<file path="src/rtl/uart_pkg.sv">
// Shared constants for the UART transmit arbiter: one-hot state codes,
// the busy-handshake timeout and the line-feed byte that ends a locked line.
package uart_pkg;

  localparam logic [3:0] ST_IDLE      = 4'b0001;
  localparam logic [3:0] ST_ISSUE     = 4'b0010;
  localparam logic [3:0] ST_WAIT_BUSY = 4'b0100;
  localparam logic [3:0] ST_WAIT_DONE = 4'b1000;

  localparam int         BUSY_TIMEOUT = 4;
  localparam logic [7:0] LF           = 8'h0A;

endpackage

</file>
<file path="src/rtl/uart_arb_rr.sv">
// Combinational round-robin picker: returns the first set bit of mask found
// by scanning upward from start and wrapping modulo N.
module uart_arb_rr #(
  parameter int N = 3,
  parameter int W = $clog2(N)
) (
  input  logic [N-1:0] mask,
  input  logic [W-1:0] start,
  output logic [W-1:0] winner,
  output logic         found
);

  logic [W:0]   sum;
  logic [W-1:0] idx;

  // NOTE: every output and temporary gets a default before the loop so no latch is inferred.
  always_comb begin
    winner = '0;
    found  = 1'b0;
    sum    = '0;
    idx    = '0;
    // Scan from the farthest offset down so the nearest candidate is written last and wins.
    for (int i = N - 1; i >= 0; i--) begin
      sum = {1'b0, start} + (W+1)'(i);
      if (sum >= (W+1)'(N)) sum = sum - (W+1)'(N);
      idx = sum[W-1:0];
      if (mask[idx]) begin
        winner = idx;
        found  = 1'b1;
      end
    end
  end

endmodule

</file>
<file path="src/rtl/uart_tx_arb.sv">
// Round-robin arbiter feeding bytes from N_REQ requesters into one UART transmitter.
// Optional line lock (hold a requester until it sends LF) is enabled by UART_ARB_LINE_LOCK_EN.
module uart_tx_arb
  import uart_pkg::*;
#(
  parameter int N_REQ = 3
) (
  input  logic                       clk_48,
  input  logic                       rst_n,
  input  logic [N_REQ-1:0]           req_valid,
  input  logic [8*N_REQ-1:0]         req_data,
  output logic [N_REQ-1:0]           req_ready,
  output logic [7:0]                 tx_data,
  output logic                       tx_w,
  input  logic                       tx_busy,
  output logic [$clog2(N_REQ)-1:0]   grant_id,
  output logic                       err
);

  localparam int GW = $clog2(N_REQ);

  logic [3:0]    state_q, state_d;
  logic [7:0]    tx_data_q, tx_data_d;
  logic          tx_w_q, tx_w_d;
  logic [GW-1:0] grant_id_q, grant_id_d;
  logic [GW-1:0] rr_start_q, rr_start_d;
  logic          err_q, err_d;
  logic [2:0]    cnt_q, cnt_d;
  logic          lock_q, lock_d;
  logic [GW-1:0] lock_id_q, lock_id_d;

  logic [N_REQ-1:0] eligible;
  logic [GW-1:0]    winner;
  logic             found;
  logic [7:0]       win_byte;

`ifdef UART_ARB_LINE_LOCK_EN
  assign eligible = lock_q ? (req_valid & (N_REQ'(1) << lock_id_q)) : req_valid;
`else
  assign eligible = req_valid;
`endif

  uart_arb_rr #(.N(N_REQ), .W(GW)) u_rr (
    .mask   (eligible),
    .start  (rr_start_q),
    .winner (winner),
    .found  (found)
  );

  assign win_byte = req_data[{winner, 3'b000} +: 8];

  always_comb begin
    state_d    = state_q;
    tx_data_d  = tx_data_q;
    tx_w_d     = 1'b0;
    grant_id_d = grant_id_q;
    rr_start_d = rr_start_q;
    err_d      = err_q;
    cnt_d      = cnt_q;
    lock_d     = lock_q;
    lock_id_d  = lock_id_q;
    req_ready  = '0;

    case (state_q)
      ST_IDLE: begin
        cnt_d = '0;
        if (!tx_busy && found) begin
          req_ready[winner] = 1'b1;
          tx_data_d         = win_byte;
          grant_id_d        = winner;
          rr_start_d        = (winner == GW'(N_REQ - 1)) ? '0 : winner + GW'(1);
          // tx_w is registered, so raising it here makes it high for exactly the ISSUE cycle.
          tx_w_d            = 1'b1;
          state_d           = ST_ISSUE;
`ifdef UART_ARB_LINE_LOCK_EN
          lock_d            = (win_byte != LF);
          lock_id_d         = winner;
`endif
        end
      end
      ST_ISSUE: begin
        cnt_d   = '0;
        state_d = ST_WAIT_BUSY;
      end
      ST_WAIT_BUSY: begin
        if (tx_busy) begin
          state_d = ST_WAIT_DONE;
        end else if (cnt_q == 3'(BUSY_TIMEOUT - 1)) begin
          err_d   = 1'b1;
          lock_d  = 1'b0;
          state_d = ST_IDLE;
        end else begin
          cnt_d = cnt_q + 3'd1;
        end
      end
      ST_WAIT_DONE: begin
        if (!tx_busy) state_d = ST_IDLE;
      end
      default: state_d = ST_IDLE;
    endcase
  end

  // NOTE: sequential state uses non-blocking assignments so all flops update from pre-edge values.
  always_ff @(posedge clk_48 or negedge rst_n) begin
    if (!rst_n) begin
      state_q    <= ST_IDLE;
      tx_data_q  <= 8'h00;
      tx_w_q     <= 1'b0;
      grant_id_q <= '0;
      rr_start_q <= '0;
      err_q      <= 1'b0;
      cnt_q      <= '0;
      lock_q     <= 1'b0;
      lock_id_q  <= '0;
    end else begin
      state_q    <= state_d;
      tx_data_q  <= tx_data_d;
      tx_w_q     <= tx_w_d;
      grant_id_q <= grant_id_d;
      rr_start_q <= rr_start_d;
      err_q      <= err_d;
      cnt_q      <= cnt_d;
      lock_q     <= lock_d;
      lock_id_q  <= lock_id_d;
    end
  end

  assign tx_data  = tx_data_q;
  assign tx_w     = tx_w_q;
  assign grant_id = grant_id_q;
  assign err      = err_q;

endmodule

</file>
<file path="config.mk">
export PLATFORM = sky130hd
export DESIGN_NAME = uart_tx_arb
export DESIGN_NICKNAME = d
export VERILOG_FILES = /design/src/rtl/uart_pkg.sv /design/src/rtl/uart_arb_rr.sv /design/src/rtl/uart_tx_arb.sv
export SDC_FILE = /design/constraint.sdc
export NUM_CORES = 1
export LEC_CHECK = 0
export ABC_AREA = 1
export CORE_ASPECT_RATIO = 0.7
export CORE_MARGIN = 4
export CORE_UTILIZATION = 30
export CTS_BUF_LIST = sky130_fd_sc_hd__clkbuf_8
export CTS_CLUSTER_SIZE = 16
export DETAILED_ROUTE_END_ITERATION = 8
export DONT_BUFFER_PORTS = 1
export PLACE_DENSITY_LB_ADDON = 0.3
export SKIP_LAST_GASP = 1
export SLEW_MARGIN = 20
export SYNTH_ARGS = -nofsm -noshare
export SYNTH_HDL_FRONTEND = slang
export SYNTH_SLANG_ARGS = --single-unit
</file>
<file path="constraint.sdc">
create_clock -name clk_48 -period 3.1 [get_ports clk_48]
set_input_delay 0.62 -clock clk_48 [delete_from_list [all_inputs] [get_ports clk_48]]
set_output_delay 0.62 -clock clk_48 [all_outputs]
set_load 0.02 [all_outputs]
</file>
==> results of run 1 <==
-- worst max-delay path, stage by stage (launching register included) --
cell and delay [ps]:
dfrtp_1 410, inv_1 90, ha_1 260, inv_2 90, nand2_2 80, nand3_2 70, nand2_2 90, inv_2 70
o21ai_4 210, inv_2 100, nor2_4 170, inv_2 90, nor2_2 230
-- final timing paths --
check	from	endpoint	cells past startpoint
max reg2reg	rr_start_q[0]$_DFFE_PN0P_	tx_data[0]$_DFFE_PN0P_	13
max	rr_start_q[1]$_DFFE_PN0P_	req_ready[0]	12
min in group clk_48	cnt_q[1]$_DFFE_PN0P_	cnt_q[1]$_DFFE_PN0P_	2
min	rst_n	cnt_q[2]$_DFFE_PN0P_	0
max in group asynchronous	rst_n	state_q[0]$_DFFE_PN1P_	0
min reg2reg	cnt_q[1]$_DFFE_PN0P_	cnt_q[1]$_DFFE_PN0P_	2
-- final cells by class --
cell class / instances / area (um2)
Clock buffer: 3 / 41.3
Sequential cell: 21 / 527
Fill cell: 458 / 2890
Inverter: 36 / 135
Clock inverter: 1 / 3.75
Timing Repair Buffer: 2 / 15.0
Multi-Input combinational cell: 129 / 697
Tap cell: 55 / 68.8
-- power groups by stage --
stage | sequential [uW] | combinational (uW) | clock [uW]
after CTS | 545 | 872 | 181
after global routing | 556 | 1020 | 197
after floorplan | 522 | 746 | 0
final | 541 | 872 | 175
after detailed placement | 547 | 871 | 0
after global placement | 551 | 873 | 0
-- stage by stage --
step,hold WS (ps),utilization [%]
final,48.8,34.0
after global routing,26.4,34.0
after CTS,40.7,33.9
after detailed placement,325,32.8
after global placement,325,32.8
after floorplan,324,-
-- repair_timing --
| action | 4_1_cts | 5_1_grt |
|---|---|---|
| setup buffers | 0 | 0 |
| endpoints found under the setup margin | 0 | 2 |
| gates resized for setup | 0 | 2 |
-- synthesized netlist by cell type, drive strengths merged --
| master | instances | share of area (%) |
|---|---|---|
| a21oi | 2 | 0.73 |
| ha | 6 | 5.5 |
| nor2 | 12 | 3.8 |
| o22ai | 2 | 1.4 |
| dfrtp | 20 | 36 |
| a21boi | 4 | 2.2 |
| inv | 36 | 9.8 |
| o21a | 1 | 0.55 |
| or2 | 1 | 0.46 |
| dfstp | 1 | 1.9 |
| nor3 | 1 | 0.73 |
| nand4 | 2 | 1.4 |
| nand2 | 66 | 20 |
| o21ai | 8 | 3.7 |
| a31o | 1 | 0.64 |
| buf | 2 | 1.4 |
| o211ai | 3 | 1.6 |
| nand3 | 20 | 8.0 |
-- kinds of logic (layout without fill, tap and decap cells) --
logic type / Yosys count / count (layout) / share of synthesized area (%)
AND/OR/NAND/NOR: 102 / 102 / 34.1
adder cells (fa/ha/maj): 6 / 6 / 5.47
buffers and inverters: 38 / 42 / 11.2
flip-flops: 21 / 21 / 38.4
AO/OA/AOI/OAI: 21 / 21 / 10.8
-- metal layers --
metal | routed length (um) | vias to the layer above
met3 | 309 | 2
met2 | 1300 | 44
met5 | 0 | -
li1 | - | 594
met1 | 1490 | 524
met4 | 11 | 0
-- state kept, by name, indices dropped and copies added (netlist names) --
register    flops
cnt_q           3
tx_w            1
rr_start_q      2
err             1
state_q         4
grant_id        2
tx_data         8
==> qor.txt, run 1 <==
Slew Limit Fails -> 0
Hold Buf Count CTS -> 0
I/O Pins -> 45
internal power -> 770 uW
Clock Path Buffers -> 2
DP Worst Slack -> 442 ps
Switch Pwr -> 818 uW
syn nets -> 224
Static Leakage -> 0.000847 uW
Startpoint Class -> flop
clock sink count -> 21
Clock Power Share -> 11.0%
leading cell types in the layout, fill and taps excluded -> nand2_1, inv_1, dfrtp_1, nand3_1, nor2_1
Antenna Diode Count -> 0
combinational share of power -> 54.9%
CP max FO -> 6
GR met1 Demand/Resource -> 16.8%
Clock Latency Late Sink -> 260 ps
initial core utilization -> 31.3%
Critical Path End Type -> primary output
post-synthesis sequential area ratio -> 38.4%
vias in the first global route -> 1125
final WL -> 3.11 mm
endpoints failing setup -> 0
met3 Resource Use GR -> 5.97%
RSZ-0062 raised after global routing -> no
Pre-antenna DRT Iters -> 4
H-tree depth -> 1
grt total ovfl -> 0
worst reg-to-reg setup slack -> 970 ps
Root Driver -> clkbuf_8
global routing's busiest layer -> met1
Nets -> 229
number of antenna violations at the first check in global routing -> 0
synth unique cells -> 29
Slew @ Worst Pin -> 277 ps
HPWL after DPL -> 2.52 mm
Final ANT Viol Nets -> 0
non-filler cells, final -> 247
Ys Warns -> 0
RD Place Congestion -> 0.864
Mean Syn Cell Area -> 7.30 um2
most common cell after layout, fill and taps aside -> nand2_1
Max transition margin -> 81.4%
via count -> 1164
share of cells above drive strength 1 -> 15.6%
mapped cell area -> 1370 um2
pwr dens -> 1070 nW/um2
DIE WIDTH -> 88.8 um
global-route wire length before repair -> 5.37 mm
overall power -> 1590 uW
Data arrival, critical path -> 2220 ps
wire per inst -> 12.6 um
Period minus WS final -> 2840 ps
Fin Setup TNS -> 0 ps
count of final hold-check violations -> 0
status -> complete, no violations
port bufs -> 0
met2 Usage GRT -> 16.2%
Crit Path Class -> reg -> out
# Max-Cap Violations -> 0
DRC errors left -> 0
final setup skew -> 1.98 ps
fin crit share -> 91.5%
die height -> 64.6 um
Sw Ratio -> 51.5%
DR vias/cell -> 4.71
area post-placement -> 1440 um2
aggregate global-route resource usage -> 11.8%
CTS clk-pin slew, worst paths -> 70 ps
fmax -> 352 MHz
worst hold path type -> in -> async
Yosys reg bits -> 21
Core ar. -> 4380 um2
area delta synth->final -> 8.39%
Row Count -> 20
post-route cell area -> 1490 um2
die area -> 5740 um2
Cells after Synth -> 188
worst path required time -> 2480 ps
pin count of the biggest net entering global routing -> 22
VDD IR max -> 505 uV
placed insts -> 243
Reg power frac -> 34.1%
DRT iter0 DRCs -> 60
Final WS setup -> 262 ps
CTS tree -> built
TritonCTS Buffers -> 3
(Power assumes the default switching activity.)
==> run 2, diff against run 1 <==
--- a/config.mk
+++ b/config.mk
@@ -15,7 +15,6 @@
 export DONT_BUFFER_PORTS = 1
 export PLACE_DENSITY_LB_ADDON = 0.3
 export SKIP_LAST_GASP = 1
-export SLEW_MARGIN = 20
 export SYNTH_ARGS = -nofsm -noshare
 export SYNTH_HDL_FRONTEND = slang
 export SYNTH_SLANG_ARGS = --single-unit
==> constraint.sdc (replaced) <==
create_clock -name clk_48 -period 3.5 [get_ports clk_48]
set_input_delay 0.7 -clock clk_48 [delete_from_list [all_inputs] [get_ports clk_48]]
set_output_delay 0.7 -clock clk_48 [all_outputs]
set_load 0.02 [all_outputs]
==> run 2 against run 1 <==
- utilization is essentially flat
- clock power shrank 5%
- wire length grew 0.13%
- power shrank 11%
- sequential cell count is the same
- via count shrank 1.2%
- critical path type unchanged
==> qor.txt, run 2 (synthesis results as in run 1) <==
Nets -> 229 (unchanged)
CP max FO -> 7 (+1)
die area -> 5740 um2 (unchanged)
Clock Latency Late Sink -> 270 ps (about the same)
number of antenna violations at the first check in global routing -> 0 (unchanged)
Root Driver -> clkbuf_8
Clock Path Buffers -> 2 (unchanged)
DIE WIDTH -> 88.8 um (unchanged)
CTS tree -> built
Clock Power Share -> 11.7% (+0.7 points)
Hold Buf Count CTS -> 0 (unchanged)
hold_ws -> 117 ps (+68.1 ps)
combinational share of power -> 54.6% (-0.3 points)
Final ANT Viol Nets -> 0 (unchanged)
Largest register FFs -> 8 (unchanged)
fin crit share -> 87.5%
RD Place Congestion -> 0.828 (-4.2%)
worst hold path type -> in -> async
Data arrival, critical path -> 2360 ps (+140 ps)
die height -> 64.6 um (unchanged)
port bufs -> 0 (unchanged)
post-CTS setup repair buffer count -> 0 (unchanged)
final WL -> 3.11 mm (+0.13%)
area post-placement -> 1440 um2 (unchanged)
CTS clk-pin slew, worst paths -> 80 ps (about the same)
Row Count -> 20 (unchanged)
Filler Cell Count -> 457 (-0.22%)
placed insts -> 243 (unchanged)
DRT iter0 DRCs -> 30 (-50%)
I/O Pins -> 45 (unchanged)
Static Leakage -> 0.000842 uW (-0.55%)
H-tree depth -> 1 (unchanged)
Pre-antenna DRT Iters -> 4 (unchanged)
global-route wire length before repair -> 5.34 mm (-0.52%)
DRC errors left -> 0 (unchanged)
Critical Path End Type -> primary output
HPWL after DPL -> 2.56 mm (+1.5%)
wire per inst -> 12.6 um (+0.13%)
leading cell types in the layout, fill and taps excluded -> nand2_1, inv_1, dfrtp_1, nand3_1, nor2_1
Slew Limit Fails -> 0 (unchanged)
Reg power frac -> 33.7% (-0.4 points)
via count -> 1150 (-1.2%)
Crit Path Class -> reg -> out
Period minus WS final -> 3060 ps
pin count of the biggest net entering global routing -> 22 (unchanged)
aggregate global-route resource usage -> 11.8% (-0.026 points)
post-route cell area -> 1490 um2 (about the same)
vias in the first global route -> 1122 (-0.27%)
internal power -> 682 uW (-11%)
post-cts resize count -> 0 (unchanged)
Slew @ Worst Pin -> 437 ps (+160 ps)
DR vias/cell -> 4.66 (-1.2%)
grt total ovfl -> 0 (unchanged)
Core ar. -> 4380 um2 (unchanged)
Antenna Diode Count -> 0 (unchanged)
TritonCTS Buffers -> 3 (unchanged)
VDD IR max -> 348 uV (-31%)
status -> complete, no violations
Startpoint Class -> flop
Sw Ratio -> 51.8% (+0.30 points)
Fin Setup TNS -> 0 ps (unchanged)
RSZ-0062 raised after global routing -> no
most common cell after layout, fill and taps aside -> nand2_1
endpoints failing setup -> 0 (unchanged)
Max transition margin -> 70.8% (-11 points)
Switch Pwr -> 734 uW (-10%)
initial core utilization -> 31.3% (unchanged)
worst path required time -> 2800 ps (+320 ps)
area delta synth->final -> 8.30% (about the same)
non-filler cells, final -> 247 (unchanged)
final setup skew -> 8.07 ps (+6.10 ps)
count of final hold-check violations -> 0 (unchanged)
pwr dens -> 953 nW/um2 (-11%)
overall power -> 1420 uW (-11%)
share of cells above drive strength 1 -> 15.1% (-0.52 points)
fmax -> 327 MHz
clock sink count -> 21 (unchanged)
# Max-Cap Violations -> 0 (unchanged)
-- run 2: layout make-up --
class / instances / area (um2) / area share (%)
timing repair buffer: 2 / 15.0 / 1.01
tap: 55 / 68.8 / 4.63
sequential: 21 / 527 / 35.4
clock buffer: 3 / 41.3 / 2.78
inverter: 36 / 135 / 9.09
clock inverter: 1 / 7.51 / 0.505
multi-input combinational: 129 / 692 / 46.5
-- run 2: worst paths after layout --
path | start | endpoint | slack [ps] | cells after the start
worst min-delay path | rst_n | rr_start_q[0]$_DFFE_PN0P_ | 120 | 0
worst max-delay path | rr_start_q[0]$_DFFE_PN0P_ | req_ready[0] | 440 | 9
min in group clk_48 | cnt_q[1]$_DFFE_PN0P_ | cnt_q[1]$_DFFE_PN0P_ | 490 | 2
worst min register to register | cnt_q[1]$_DFFE_PN0P_ | cnt_q[1]$_DFFE_PN0P_ | 490 | 2
max in group asynchronous | rst_n | state_q[0]$_DFFE_PN1P_ | 3210 | 0
worst max register to register | rr_start_q[0]$_DFFE_PN0P_ | tx_data[6]$_DFFE_PN0P_ | 1320 | 13
-- run 2: layer usage --
metal / up-vias / track usage (%) / part of all wire (%) / wire (um)
met3: 2 / 5.08 / 9.2 / 285
met5: - / 0 / 0 / 0
met1: 512 / 17.4 / 50 / 1550
met4: 0 / 1.70 / 0.26 / 8
met2: 39 / 16.1 / 41 / 1270
li1: 597 / - / - / -
-- run 2: stage by stage --
stage / worst slack [ps] / util [%]
global placement: 772 / 32.8
CTS: 418 / 33.9
finish: 438 / 33.9
detailed placement: 725 / 32.8
global route: 232 / 33.9
floorplan: 962 / -
-- run 2: power by group through the flow --
stage | combinational, uW | clock (uW) | sequential [uW]
after floorplan | 660 | 0 | 463
after global placement | 773 | 0 | 486
after detailed placement | 781 | 0 | 484
after CTS | 783 | 169 | 481
after global routing | 897 | 184 | 490
final | 774 | 166 | 477
-- run 2: critical path, cell delays in order, from the launching register on --
cell,delay (ps)
dfrtp_1,380
inv_1,90
ha_1,390
nand2_1,170
o21ai_1,120
o21ai_4,220
inv_2,110
nor2_4,170
inv_2,80
nor2_1,350
